`src/rtl/dff_ram_prog_if.sv`:
```
// Bus and programming-port bundle for dff_ram_prog.
// master: controller side, slave: RAM side.
interface dff_ram_prog_if #(
   parameter int DATA_W = 8,
   parameter int ADDR_W = 4
);
   logic [DATA_W-1:0] bus_in;
   logic [DATA_W-1:0] bus_out;
   logic              bus_oe;
   logic              mi_n;
   logic              ri_n;
   logic              ro_n;
   logic [ADDR_W-1:0] mar_out;
   logic              prog_en;
   logic              prog_valid;
   logic [DATA_W-1:0] prog_data;
   logic              prog_ready;
   logic              prog_done;

   modport master (
      output bus_in, mi_n, ri_n, ro_n,
      output prog_en, prog_valid, prog_data,
      input  bus_out, bus_oe, mar_out,
      input  prog_ready, prog_done
   );

   modport slave (
      input  bus_in, mi_n, ri_n, ro_n,
      input  prog_en, prog_valid, prog_data,
      output bus_out, bus_oe, mar_out,
      output prog_ready, prog_done
   );
endinterface

```
`src/rtl/dff_ram_prog.sv`:
```
// Flip-flop RAM with MAR, strobed bus access and a
// streaming valid/ready port that fills the array from 0.
module dff_ram_prog #(
   parameter int DATA_W = 8,
   parameter int ADDR_W = 4
) (
   input logic           clk,
   input logic           rst,
   dff_ram_prog_if.slave bus
);
   localparam int DEPTH = 1 << ADDR_W;

   typedef enum logic [1:0] {
      RUN  = 2'd0,
      PROG = 2'd1,
      DONE = 2'd2
   } state_t;

   state_t            state_q, state_d;
   logic [DATA_W-1:0] mem_q [DEPTH];
   logic [ADDR_W-1:0] mar_q, mar_d;
   logic [ADDR_W-1:0] pa_q, pa_d;
   logic [DATA_W-1:0] bus_out_q, bus_out_d;
   logic              bus_oe_q, bus_oe_d;
   logic              we;
   logic [ADDR_W-1:0] waddr;
   logic [DATA_W-1:0] wdata;

   always_comb begin
      state_d   = state_q;
      mar_d     = mar_q;
      pa_d      = pa_q;
      bus_out_d = bus_out_q;
      bus_oe_d  = 1'b0;
      we        = 1'b0;
      waddr     = mar_q;
      wdata     = bus.bus_in;
      unique case (state_q)
         RUN: begin
            // read and write both use the pre-edge MAR
            if (!bus.ri_n) begin
               we    = 1'b1;
               waddr = mar_q;
               wdata = bus.bus_in;
            end
            if (!bus.mi_n) begin
               mar_d = bus.bus_in[ADDR_W-1:0];
            end
            if (!bus.ro_n && bus.ri_n) begin
               bus_out_d = mem_q[mar_q];
               bus_oe_d  = 1'b1;
            end
            if (bus.prog_en) begin
               state_d = PROG;
               pa_d    = '0;
            end
         end
         PROG: begin
            if (!bus.prog_en) begin
               state_d = RUN;
            end else if (bus.prog_valid) begin
               we    = 1'b1;
               waddr = pa_q;
               wdata = bus.prog_data;
               pa_d  = pa_q + ADDR_W'(1);
               if (&pa_q) begin
                  state_d = DONE;
               end
            end
         end
         DONE: begin
            if (!bus.prog_en) begin
               state_d = RUN;
            end
         end
         default: state_d = RUN;
      endcase
   end

   always_ff @(posedge clk or posedge rst) begin
      if (rst) begin
         state_q   <= RUN;
         mar_q     <= '0;
         pa_q      <= '0;
         bus_out_q <= '0;
         bus_oe_q  <= 1'b0;
         for (int i = 0; i < DEPTH; i++) begin
            mem_q[i] <= '0;
         end
      end else begin
         state_q   <= state_d;
         mar_q     <= mar_d;
         pa_q      <= pa_d;
         bus_out_q <= bus_out_d;
         bus_oe_q  <= bus_oe_d;
         if (we) begin
            mem_q[waddr] <= wdata;
         end
      end
   end

   assign bus.bus_out    = bus_out_q;
   assign bus.bus_oe     = bus_oe_q;
   assign bus.mar_out    = mar_q;
   assign bus.prog_ready = (state_q == PROG);
   assign bus.prog_done  = (state_q == DONE);
endmodule
```
`src/flat_wrapper.sv`:
```
// flat-port wrapper written by rule: the top's interface ports become plain ports
module dff_ram_prog_flat 
#(
   parameter int DATA_W = 8,
   parameter int ADDR_W = 4
)
  (clk, rst, bus_bus_in, bus_mi_n, bus_ri_n, bus_ro_n, bus_prog_en, bus_prog_valid, bus_prog_data, bus_bus_out, bus_bus_oe, bus_mar_out, bus_prog_ready, bus_prog_done);
  dff_ram_prog_if #(.DATA_W(DATA_W), .ADDR_W(ADDR_W)) bus_i ();
  input logic clk;
  input logic rst;
  input wire logic [$bits(bus_i.bus_in)-1:0] bus_bus_in;
  input wire logic [$bits(bus_i.mi_n)-1:0] bus_mi_n;
  input wire logic [$bits(bus_i.ri_n)-1:0] bus_ri_n;
  input wire logic [$bits(bus_i.ro_n)-1:0] bus_ro_n;
  input wire logic [$bits(bus_i.prog_en)-1:0] bus_prog_en;
  input wire logic [$bits(bus_i.prog_valid)-1:0] bus_prog_valid;
  input wire logic [$bits(bus_i.prog_data)-1:0] bus_prog_data;
  output wire logic [$bits(bus_i.bus_out)-1:0] bus_bus_out;
  output wire logic [$bits(bus_i.bus_oe)-1:0] bus_bus_oe;
  output wire logic [$bits(bus_i.mar_out)-1:0] bus_mar_out;
  output wire logic [$bits(bus_i.prog_ready)-1:0] bus_prog_ready;
  output wire logic [$bits(bus_i.prog_done)-1:0] bus_prog_done;
  assign bus_i.bus_in = bus_bus_in;
  assign bus_i.mi_n = bus_mi_n;
  assign bus_i.ri_n = bus_ri_n;
  assign bus_i.ro_n = bus_ro_n;
  assign bus_i.prog_en = bus_prog_en;
  assign bus_i.prog_valid = bus_prog_valid;
  assign bus_i.prog_data = bus_prog_data;
  assign bus_bus_out = bus_i.bus_out;
  assign bus_bus_oe = bus_i.bus_oe;
  assign bus_mar_out = bus_i.mar_out;
  assign bus_prog_ready = bus_i.prog_ready;
  assign bus_prog_done = bus_i.prog_done;
  dff_ram_prog #(.DATA_W(DATA_W), .ADDR_W(ADDR_W)) u_core (.clk(clk), .rst(rst), .bus(bus_i));
endmodule
```
`config.mk`:
```
export PLATFORM = sky130hd
export DESIGN_NAME = dff_ram_prog_flat
export DESIGN_NICKNAME = d
export VERILOG_FILES = /design/src/rtl/dff_ram_prog_if.sv /design/src/rtl/dff_ram_prog.sv /design/src/flat_wrapper.sv
export SDC_FILE = /design/constraint.sdc
export NUM_CORES = 1
export LEC_CHECK = 0
export ABC_AREA = 1
export CAP_MARGIN = 30
export CORE_ASPECT_RATIO = 1.1
export CORE_UTILIZATION = 50
export DETAILED_ROUTE_END_ITERATION = 7
export GPL_ROUTABILITY_DRIVEN = 0
export PLACE_DENSITY = 0.8
export SETUP_SLACK_MARGIN = 0.2
export SLEW_MARGIN = 20
export SYNTH_ARGS = -nofsm -noshare
export SYNTH_HDL_FRONTEND = slang
export SYNTH_SLANG_ARGS = --single-unit
```
`constraint.sdc`:
```
create_clock -name clk -period 8.8 [get_ports clk]
set_input_delay 0.88 -clock clk [delete_from_list [all_inputs] [get_ports clk]]
set_output_delay 0.88 -clock clk [all_outputs]
set_load 0.05 [all_outputs]
```
==> results_dict.tcl, run 1 <==
set metrics [dict create \
    first_iter_violations 953 \
    netSwitchingFraction_pct 34.9 \
    synth_area_um2 7690 \
    grt_pass1_vias 6747 \
    hold_viol 0 \
    p_int_mw 1.69 \
    worstPathMaxFanout 36 \
    cap_violations 0 \
    final.period_utilization_pct 38.4 \
    wl_mm 20.6 \
    final-setup-viol-count 0 \
    max_freq_mhz 296 \
    drtAntennaViolNets 0 \
    num_io_pins 38 \
    syn_nets 1118 \
    status "finished, final reports clean" \
    drv_slew 0 \
    yosysSeqAreaShare_pct 47.8 \
    postCtsSetupRepairBufs 0 \
    cp_data_arrival_time_ns 3.69 \
    synth.distinct_cells 24 \
    design.die.area_um2 15900 \
    crit_top_cell "nand2_1" \
    slowest_delay_ns 0.71 \
    drtPass1Iterations 5 \
    synth-edff-count 0 \
    clk_pin_slew_ns 0.06 \
    postSynthCellCount 1094 \
    power_density_nw_per_um2 295 \
    switching_power_uw 907 \
    dr_total_vias 7161 \
    cts_max_path_buffers 2 \
    grt_use_total_pct 27.7 \
    core_um2 15100 \
    root_buffer "clkbuf_16" \
    grt_pass1_wl_mm 34.3 \
    hpwl_mm 12.4 \
    rows 47 \
    wl_per_cell_um 15.7 \
    leakage_nw 4.71 \
    postSynthRegisterBits 147 \
    fillers 1421 \
    hp-class "reg2reg" \
    cts_made_buffers 17 \
    critPathLaunchType "register" \
    num_antenna_cells 0 \
    overflow 0 \
    tns_ns 0 \
    ir_drop_v 0.000151 \
    final_util_pct 58.3 \
    synth_warnings 0 \
    pwr-share-seq_pct 41.9 \
    cpMaxStageDelayCell "nor2_4" \
    die_w_um 120 \
    post_route_cells_drive_above_1_share_pct 5.56 \
    crit_path_end_kind "register" \
    grt_max_degree 87 \
    cts_tree "built" \
    clk-insertion-delay-late_ns 0.43 \
    portBuffers 37 \
    holdBufCountCts 0 \
    tightest_slew_ns 0.964 \
    path_delay_family "simple AND/OR/NAND/NOR gates" \
    h-tree-depth 4 \
    cts_sinks 147 \
    nNetsFinal 1126 \
    skew_ns 0.0120 \
    synthArstFlopShare_pct 100 \
    required_ns 9.12 \
    antenna_found_initial 0 \
    routed_via_density 5.46 \
    power.share.clock_pct 30.2 \
    initial_core_util_pct 51.1 \
    path_buf_inv 3 \
    path_cells "buf_4 > clkinv_1 > buf_8 > nand2_1 > o21ai_1 > nor2_4 > nand2_1 > nand2_1 > nand2_1" \
    rsz0062_at_grt "no" \
    route.detailed.drc 0 \
    combPwrFrac_pct 27.9 \
    slew_headroom_pct 35.6 \
    worstSetupPathType "reg2reg" \
    cts_resized 0 \
    die_h_um 132 \
    syn_avg_cell_area_um2 7.03 \
    fin_crit_ns 3.38 \
    synth_flop_cell "dfrtp_1" \
    syn2layout_area_growth_pct 14.2 \
]
worst paths after layout:
kind | start | endpoint | slack (ns) | depth (start not counted)
min in group asynchronous | rst | u_core.mem_q[45]$_DFFE_PP0P_ | 0.98 | 2
min reg2reg | u_core.mem_q[126]$_DFFE_PP0P_ | u_core.mem_q[126]$_DFFE_PP0P_ | 0.47 | 2
max | u_core.bus.mar_out[1]$_DFFE_PP0P_ | u_core.mem_q[67]$_DFFE_PP0P_ | 5.42 | 9
max reg2reg | u_core.bus.mar_out[1]$_DFFE_PP0P_ | u_core.mem_q[67]$_DFFE_PP0P_ | 5.42 | 9
min | u_core.mem_q[126]$_DFFE_PP0P_ | u_core.mem_q[126]$_DFFE_PP0P_ | 0.47 | 2
max in group asynchronous | rst | u_core.mem_q[74]$_DFFE_PP0P_ | 6.51 | 3
kinds of logic after synthesis:
kind of cell | synth area share (%)
fa+ha+maj | 0.163
flops | 47.8
compound gates | 1.51
simple gates | 41.5
buf+inv | 8.98
stage by stage:
| step | setup slack [ns] | power, mW | hold WS (ns) | cell area (um2) | std cells |
|---|---|---|---|---|---|
| 2_1_floorplan | 3.97 | 1.60 | 0.442 | 7690 | 1094 |
| 3_3_place_gp | 5.20 | 1.77 | 0.453 | 8120 | 1277 |
| 3_5_place_dp | 5.09 | 1.80 | 0.458 | 8150 | 1279 |
| 4_1_cts | 5.50 | 2.59 | 0.473 | 8780 | 1311 |
| 5_1_grt | 5.23 | 2.76 | 0.482 | 8780 | 1311 |
| 6_report | 5.42 | 2.60 | 0.470 | 8780 | 1311 |
synthesized netlist by cell type, types with 2 or more instances:
library cell / number / area [um2]
o21ai_1: 11 / 55.1
o21ai_0: 8 / 40.0
inv_1: 107 / 402
nor2_4: 9 / 101
nor3_1: 2 / 10.0
clkbuf_1: 27 / 101
dfrtp_1: 147 / 3680
nand2_1: 502 / 1880
inv_2: 5 / 18.8
nand3_1: 225 / 1130
clkinv_1: 2 / 7.51
buf_1: 4 / 15.0
nor2_1: 8 / 30.0
buf_2: 27 / 135
flip-flops by register name (all words and copies together), names as in the netlist:
name                flops
u_core.mem_q          128
u_core.bus.bus_out      8
u_core.bus.mar_out      4
u_core.pa_q             4
u_core.state_q          2
u_core.bus.bus_oe       1
layer usage:
layer | vias up | global-route usage, % | routed length [um] | part of all wire, %
li1 | 3413 | - | - | -
met1 | 3395 | 37.0 | 8730 | 42
met2 | 303 | 44.1 | 9840 | 48
met3 | 50 | 5.45 | 1480 | 7.2
met4 | 0 | 11.7 | 587 | 2.8
met5 | - | 0 | 0 | 0
worst min-delay path: cells and delay by family, from the launching register on:
kind,cells,cell delay [ns]
flip-flops,1,0.34
AND/OR/NAND/NOR,2,0.10
power groups by stage:
stage	sequential [mW]	clock (mW)	combinational (mW)
CTS	1.08	0.790	0.723
global placement	1.08	0	0.689
floorplan	1.09	0	0.502
detailed placement	1.08	0	0.716
finish	1.09	0.784	0.724
global route	1.11	0.817	0.831
placed cells by master (no fill, tap or decap), types with 2 or more instances in the layout:
cell,netlist,routed
nand2_1,502,502
clkbuf_16,0,17
clkinv_1,2,2
inv_1,107,106
nand3_1,225,225
nor2_4,9,9
clkbuf_1,27,3
o21ai_1,11,11
nor3_1,2,2
o21ai_0,8,8
clkdlybuf4s50_1,0,37
buf_4,0,9
dfrtp_1,147,146
bufinv_16,0,5
clkinv_2,0,5
nor2_1,8,8
inv_2,5,5
layout make-up:
type,count,area (um2),share of cell area (%)
Multi-Input combinational cell,774,3320,37.8
Clock buffer,21,450,5.13
Timing Repair Buffer,48,473,5.38
Clock inverter,11,183,2.08
Tap cell,196,245,2.79
Sequential cell,147,3680,41.9
Inverter,114,433,4.93
(Power assumes the default switching activity.)
==> run 2, diff against run 1 <==
Settings changed: PLACE_DENSITY 0.8 to 0.83.
Clock period 8.8 ns to 2.94 ns, I/O delays scaled along.
==> run 2 against run 1 <==
  * Largest cell class unchanged
  * Count of clock-buffer cells in the layout increased by 1
  * Setup slack got worse by 4.8 ns
  * Critical path depth decreased by 7
  * Clock skew decreased by 0.0066 ns
==> results_dict.tcl, run 2 (synthesis results as in run 1) <==
set metrics [dict create \
    rows 47 \
    drtPass1Iterations 7 \
    cap_violations 0 \
    drtAntennaViolNets 0 \
    num_antenna_cells 0 \
    antenna_found_initial 0 \
    layout_common_cells "502 x nand2_1, 225 x nand3_1, 146 x dfrtp_1, 106 x inv_1, 37 x clkdlybuf4s50_1" \
    cts_max_path_buffers 2 \
    largest-register "u_core.mem_q" \
    leakage_nw 4.79 \
    route.detailed.drc 0 \
    root_buffer "clkbuf_16" \
    clk_pin_slew_ns 0.06 \
    status "finished, final reports clean" \
    routed_via_density 5.45 \
    syn2layout_area_growth_pct 16.0 \
    overflow 0 \
    worstSetupPathType "reg2out" \
    required_ns 2.65 \
    post_route_cells_drive_above_1_share_pct 7.47 \
    ir_drop_v 0.000422 \
    dr_total_vias 7271 \
    critPathLaunchType "register" \
    worstPathMaxFanout 34 \
    cts_sinks 147 \
    die_h_um 132 \
    final-setup-viol-count 0 \
    skew_ns 0.00541 \
    power_density_nw_per_um2 863 \
    fillers 1372 \
    final_cells 1334 \
    hold_viol 0 \
    hp-class "in2async" \
    die_w_um 120 \
    place_inst 1303 \
    drv_slew 0 \
    totalPowerFinal_mw 7.70 \
    grt_pass1_wl_mm 34.7 \
    initial_core_util_pct 51.1 \
    max_freq_mhz 428 \
    rsz0062_at_grt "no" \
    grt_use_total_pct 28.3 \
    cts_made_buffers 17 \
    layout_setup_ws_ns 0.603 \
    grt_max_degree 148 \
    largest_reg_flops 128 \
    wl_mm 21.0 \
    crit_path_end_kind "primary output" \
    wl_per_cell_um 15.7 \
    final.period_utilization_pct 79.5 \
    fin_crit_ns 2.34 \
    final_common_cell "nand2_1" \
    nNetsFinal 1150 \
    first_iter_violations 889 \
    tightest_slew_ns 0.822 \
    num_io_pins 38 \
    tns_ns 0 \
    hpwl_mm 12.9 \
    core_um2 15100 \
    portBuffers 37 \
    place_ws_ns 0.450 \
    fin_hold_ws_ns 0.390 \
    postCtsSetupRepairBufs 0 \
    design.die.area_um2 15900 \
    h-tree-depth 4 \
    holdBufCountCts 0 \
    grt_pass1_vias 6872 \
    cp_data_arrival_time_ns 2.04 \
    cts_resized 0 \
    slew_headroom_pct 45.2 \
    clk-insertion-delay-late_ns 0.43 \
    cts_tree "built" \
]
## run 2: stage by stage
step	area, um2	util [%]
6_report	8920	59.2
5_1_grt	8920	59.2
4_1_cts	8920	59.2
3_5_place_dp	8320	55.3
3_3_place_gp	8320	55.3
2_1_floorplan	7690	-
## run 2: report_power, final
part	switching, mW	leakage (nW)	internal, mW
Clock	0.843	0.278	1.37
Sequential	0.435	1.89	2.79
Combinational	1.48	2.63	0.776
## run 2: path summary, 6_finish.rpt
path | end | cells after the start | from | slack [ns]
worst min register to register | u_core.mem_q[35]$_DFFE_PP0P_ | 2 | u_core.mem_q[35]$_DFFE_PP0P_ | 0.47
worst max register to register | u_core.mem_q[49]$_DFFE_PP0P_ | 9 | u_core.state_q[0]$_DFFE_PP0P_ | 0.74
min in group clk | u_core.bus.mar_out[1]$_DFFE_PP0P_ | 3 | bus_bus_in[1] | 0.44
worst min-delay path | u_core.mem_q[37]$_DFFE_PP0P_ | 3 | rst | 0.39
max in group asynchronous | u_core.mem_q[97]$_DFFE_PP0P_ | 3 | rst | 1.91
worst max-delay path | bus_mar_out[1] | 2 | u_core.bus.mar_out[1]$_DFFE_PP0P_ | 0.60
## run 2: critical path, cell delays in order (launching register included)
cell             delay, ns
dfrtp_1               0.35
buf_4                 0.37
clkdlybuf4s50_1       0.89
## run 2: layout make-up
type / instances / area, um2 / share of cell area [%]
clock inverter: 9 / 130 / 1.46
tap: 196 / 245 / 2.75
multi-input combinational: 774 / 3320 / 37.2
timing repair buffer: 72 / 646 / 7.24
sequential: 147 / 3680 / 41.3
inverter: 114 / 432 / 4.84
clock buffer: 22 / 464 / 5.21
## run 2: per-layer routing
layer  up-vias  GRT usage, %  share of wire (%)  wire, um
li1       3457             -                  -         -
met1      3301          37.9                 40      8310
met2       439          43.1                 46      9750
met3        74          6.06                9.5      1980
met4         0          14.8                4.4       928
met5         -             0                  0         0
==> run 3, diff against run 2 <==
Clock period 2.94 ns to 2 ns, I/O delays scaled along.
==> run 3 against run 2 <==
  * Core utilization up 7.5 points
  * Cell count up 5.2%
  * Setup slack worse by 0.51 ns
  * Critical path type is now reg2reg
  * Clock skew rose by 0.0045 ns
==> results_dict.tcl, run 3 (synthesis results as in run 1) <==
set metrics [dict create \
    fin_crit_ns 1.91 \
    routed_via_density 5.59 \
    power_density_nw_per_um2 1200 \
    cp_data_arrival_time_ns 2.23 \
    cap_violations 0 \
    dr_total_vias 7849 \
    first_iter_violations 1055 \
    combPwrFrac_pct 31.6 \
    rows 47 \
    tightest_slew_ns 0.501 \
    skew_ns 0.00990 \
    use_met2_pct 48.0 \
    final_common_cell "nand2_1" \
    post_route_cells_drive_above_1_share_pct 16.3 \
    drtPass1Iterations 6 \
    syn2layout_area_growth_pct 30.6 \
    place_ws_ns -0.229 \
    clk-insertion-delay-late_ns 0.44 \
    crit_path_end_kind "register" \
    hold_viol 0 \
    die_h_um 132 \
    wl_mm 23.9 \
    num_io_pins 38 \
    ir_drop_v 0.000746 \
    initial_core_util_pct 51.1 \
    clk_pin_slew_ns 0.06 \
    max_freq_mhz 525 \
    holdBufCountCts 0 \
    rsz0062_at_grt "yes" \
    status "finished, final reports clean" \
    hpwl_mm 14.1 \
    switching_power_mw 4.31 \
    portBuffers 37 \
    antenna_found_initial 0 \
    cts_max_path_buffers 2 \
    tns_ns 0 \
    final.period_utilization_pct 95.3 \
    hp-class "in2async" \
    route.detailed.drc 0 \
    grt_pass1_wl_mm 37.1 \
    worstSetupPathType "reg2reg" \
    grt_pass1_vias 7580 \
    layout_setup_ws_ns 0.0941 \
    required_ns 2.32 \
    drtAntennaViolNets 0 \
    grt_util_met1_pct 36.9 \
    cts_tree "built" \
    die_w_um 120 \
    layout_common_cells "486 x nand2_1, 209 x nand3_1, 146 x dfrtp_1, 106 x inv_1, 72 x buf_4" \
    root_buffer "clkbuf_16" \
    cts_sinks 147 \
    drv_slew 0 \
    design.die.area_um2 15900 \
    netSwitchingFraction_pct 35.8 \
    largest-register "u_core.mem_q" \
    core_um2 15100 \
    fin_hold_ws_ns 0.233 \
    grt_use_total_pct 30.3 \
    nNetsFinal 1219 \
    worstPathMaxFanout 6 \
    largest_reg_flops 128 \
    cts_made_buffers 17 \
    pwr-share-seq_pct 39.8 \
    power.share.clock_pct 28.5 \
    wl_per_cell_um 17.1 \
    h-tree-depth 4 \
    critPathLaunchType "register" \
    overflow 0 \
    num_antenna_cells 0 \
    slew_headroom_pct 66.5 \
    leakage_nw 5.44 \
    p_int_mw 7.74 \
    top_usage_layer "met2" \
    final-setup-viol-count 0 \
    grt_max_degree 89 \
    use_met3_pct 7.53 \
]
## run 3: changes by cell type in the layout (fill, tap and decap cells not counted), moves of 5 or more
cell             change
buf_12              +19
buf_4               +38
buf_6                +9
clkdlybuf4s50_1     -13
dlymetal6s2s_1       +5
nand2_1             -16
nand2_2              +9
nand2_4              +7
nand3_1             -16
nand3_2             +16
o21ai_1              -5
## run 3: final timing paths
path	startpoint	endpoint	slack, ns	cells past startpoint
min	rst	u_core.mem_q[35]$_DFFE_PP0P_	0.23	3
max in group asynchronous	rst	u_core.bus.mar_out[0]$_DFFE_PP0P_	1.32	3
max	u_core.state_q[1]$_DFFE_PP0P_	u_core.mem_q[102]$_DFFE_PP0P_	0.09	11
min reg2reg	u_core.mem_q[119]$_DFFE_PP0P_	u_core.mem_q[119]$_DFFE_PP0P_	0.47	2
min in group clk	bus_bus_in[3]	u_core.bus.mar_out[3]$_DFFE_PP0P_	0.34	3
max reg2reg	u_core.state_q[1]$_DFFE_PP0P_	u_core.mem_q[102]$_DFFE_PP0P_	0.09	11
## run 3: stage by stage
| step | util, % | area [um2] | cells | power [mW] |
|---|---|---|---|---|
| after global placement | 58.5 | 8800 | 1344 | 8.05 |
| after global routing | 66.7 | 10000 | 1403 | 12.7 |
| final | 66.7 | 10000 | 1403 | 12.1 |
| after floorplan | - | 7700 | 1094 | 7.03 |
| after detailed placement | 58.5 | 8800 | 1344 | 8.20 |
| after CTS | 63.7 | 9600 | 1388 | 11.7 |
## run 3: power by group through the flow
stage	clock network [mW]	logic [mW]	registers, mW
after CTS	3.44	3.54	4.75
after global routing	3.58	4.26	4.91
after detailed placement	0	3.43	4.77
final	3.44	3.81	4.80
after floorplan	0	2.21	4.81
after global placement	0	3.30	4.75
## run 3: routing by layer
| layer | share of wire (%) | vias up |
|---|---|---|
| met5 | 0 | - |
| met1 | 37 | 3618 |
| met4 | 5.7 | 0 |
| li1 | - | 3601 |
| met3 | 10 | 123 |
| met2 | 47 | 507 |
## run 3: timing repair
| item | 4_1_cts | 5_1_grt |
|---|---|---|
| gates resized for setup | 9 | 67 |
| cloned | 0 | 4 |
| pin swaps | 7 | 25 |
| endpoints found under the setup margin | 119 | 141 |
| buffers inserted | 13 | 11 |
## run 3: layout make-up
type / instances / area [um2]
fillers: 1174 / 5010
inverters: 114 / 434
clock inverters: 9 / 151
repair buffers: 140 / 1500
clock buffers: 22 / 484
multi-input cells: 775 / 3550
flip-flops and latches: 147 / 3680
well taps: 196 / 245
## run 3: critical path: stages, from the launching register on
cell	delay, ns
dfrtp_1	0.43
nor2_4	0.19
buf_4	0.17
nand2_8	0.08
o21ai_2	0.16
buf_6	0.14
nor2_4	0.06
buf_12	0.15
buf_4	0.14
buf_4	0.15
nand3_1	0.07
nand2_1	0.05
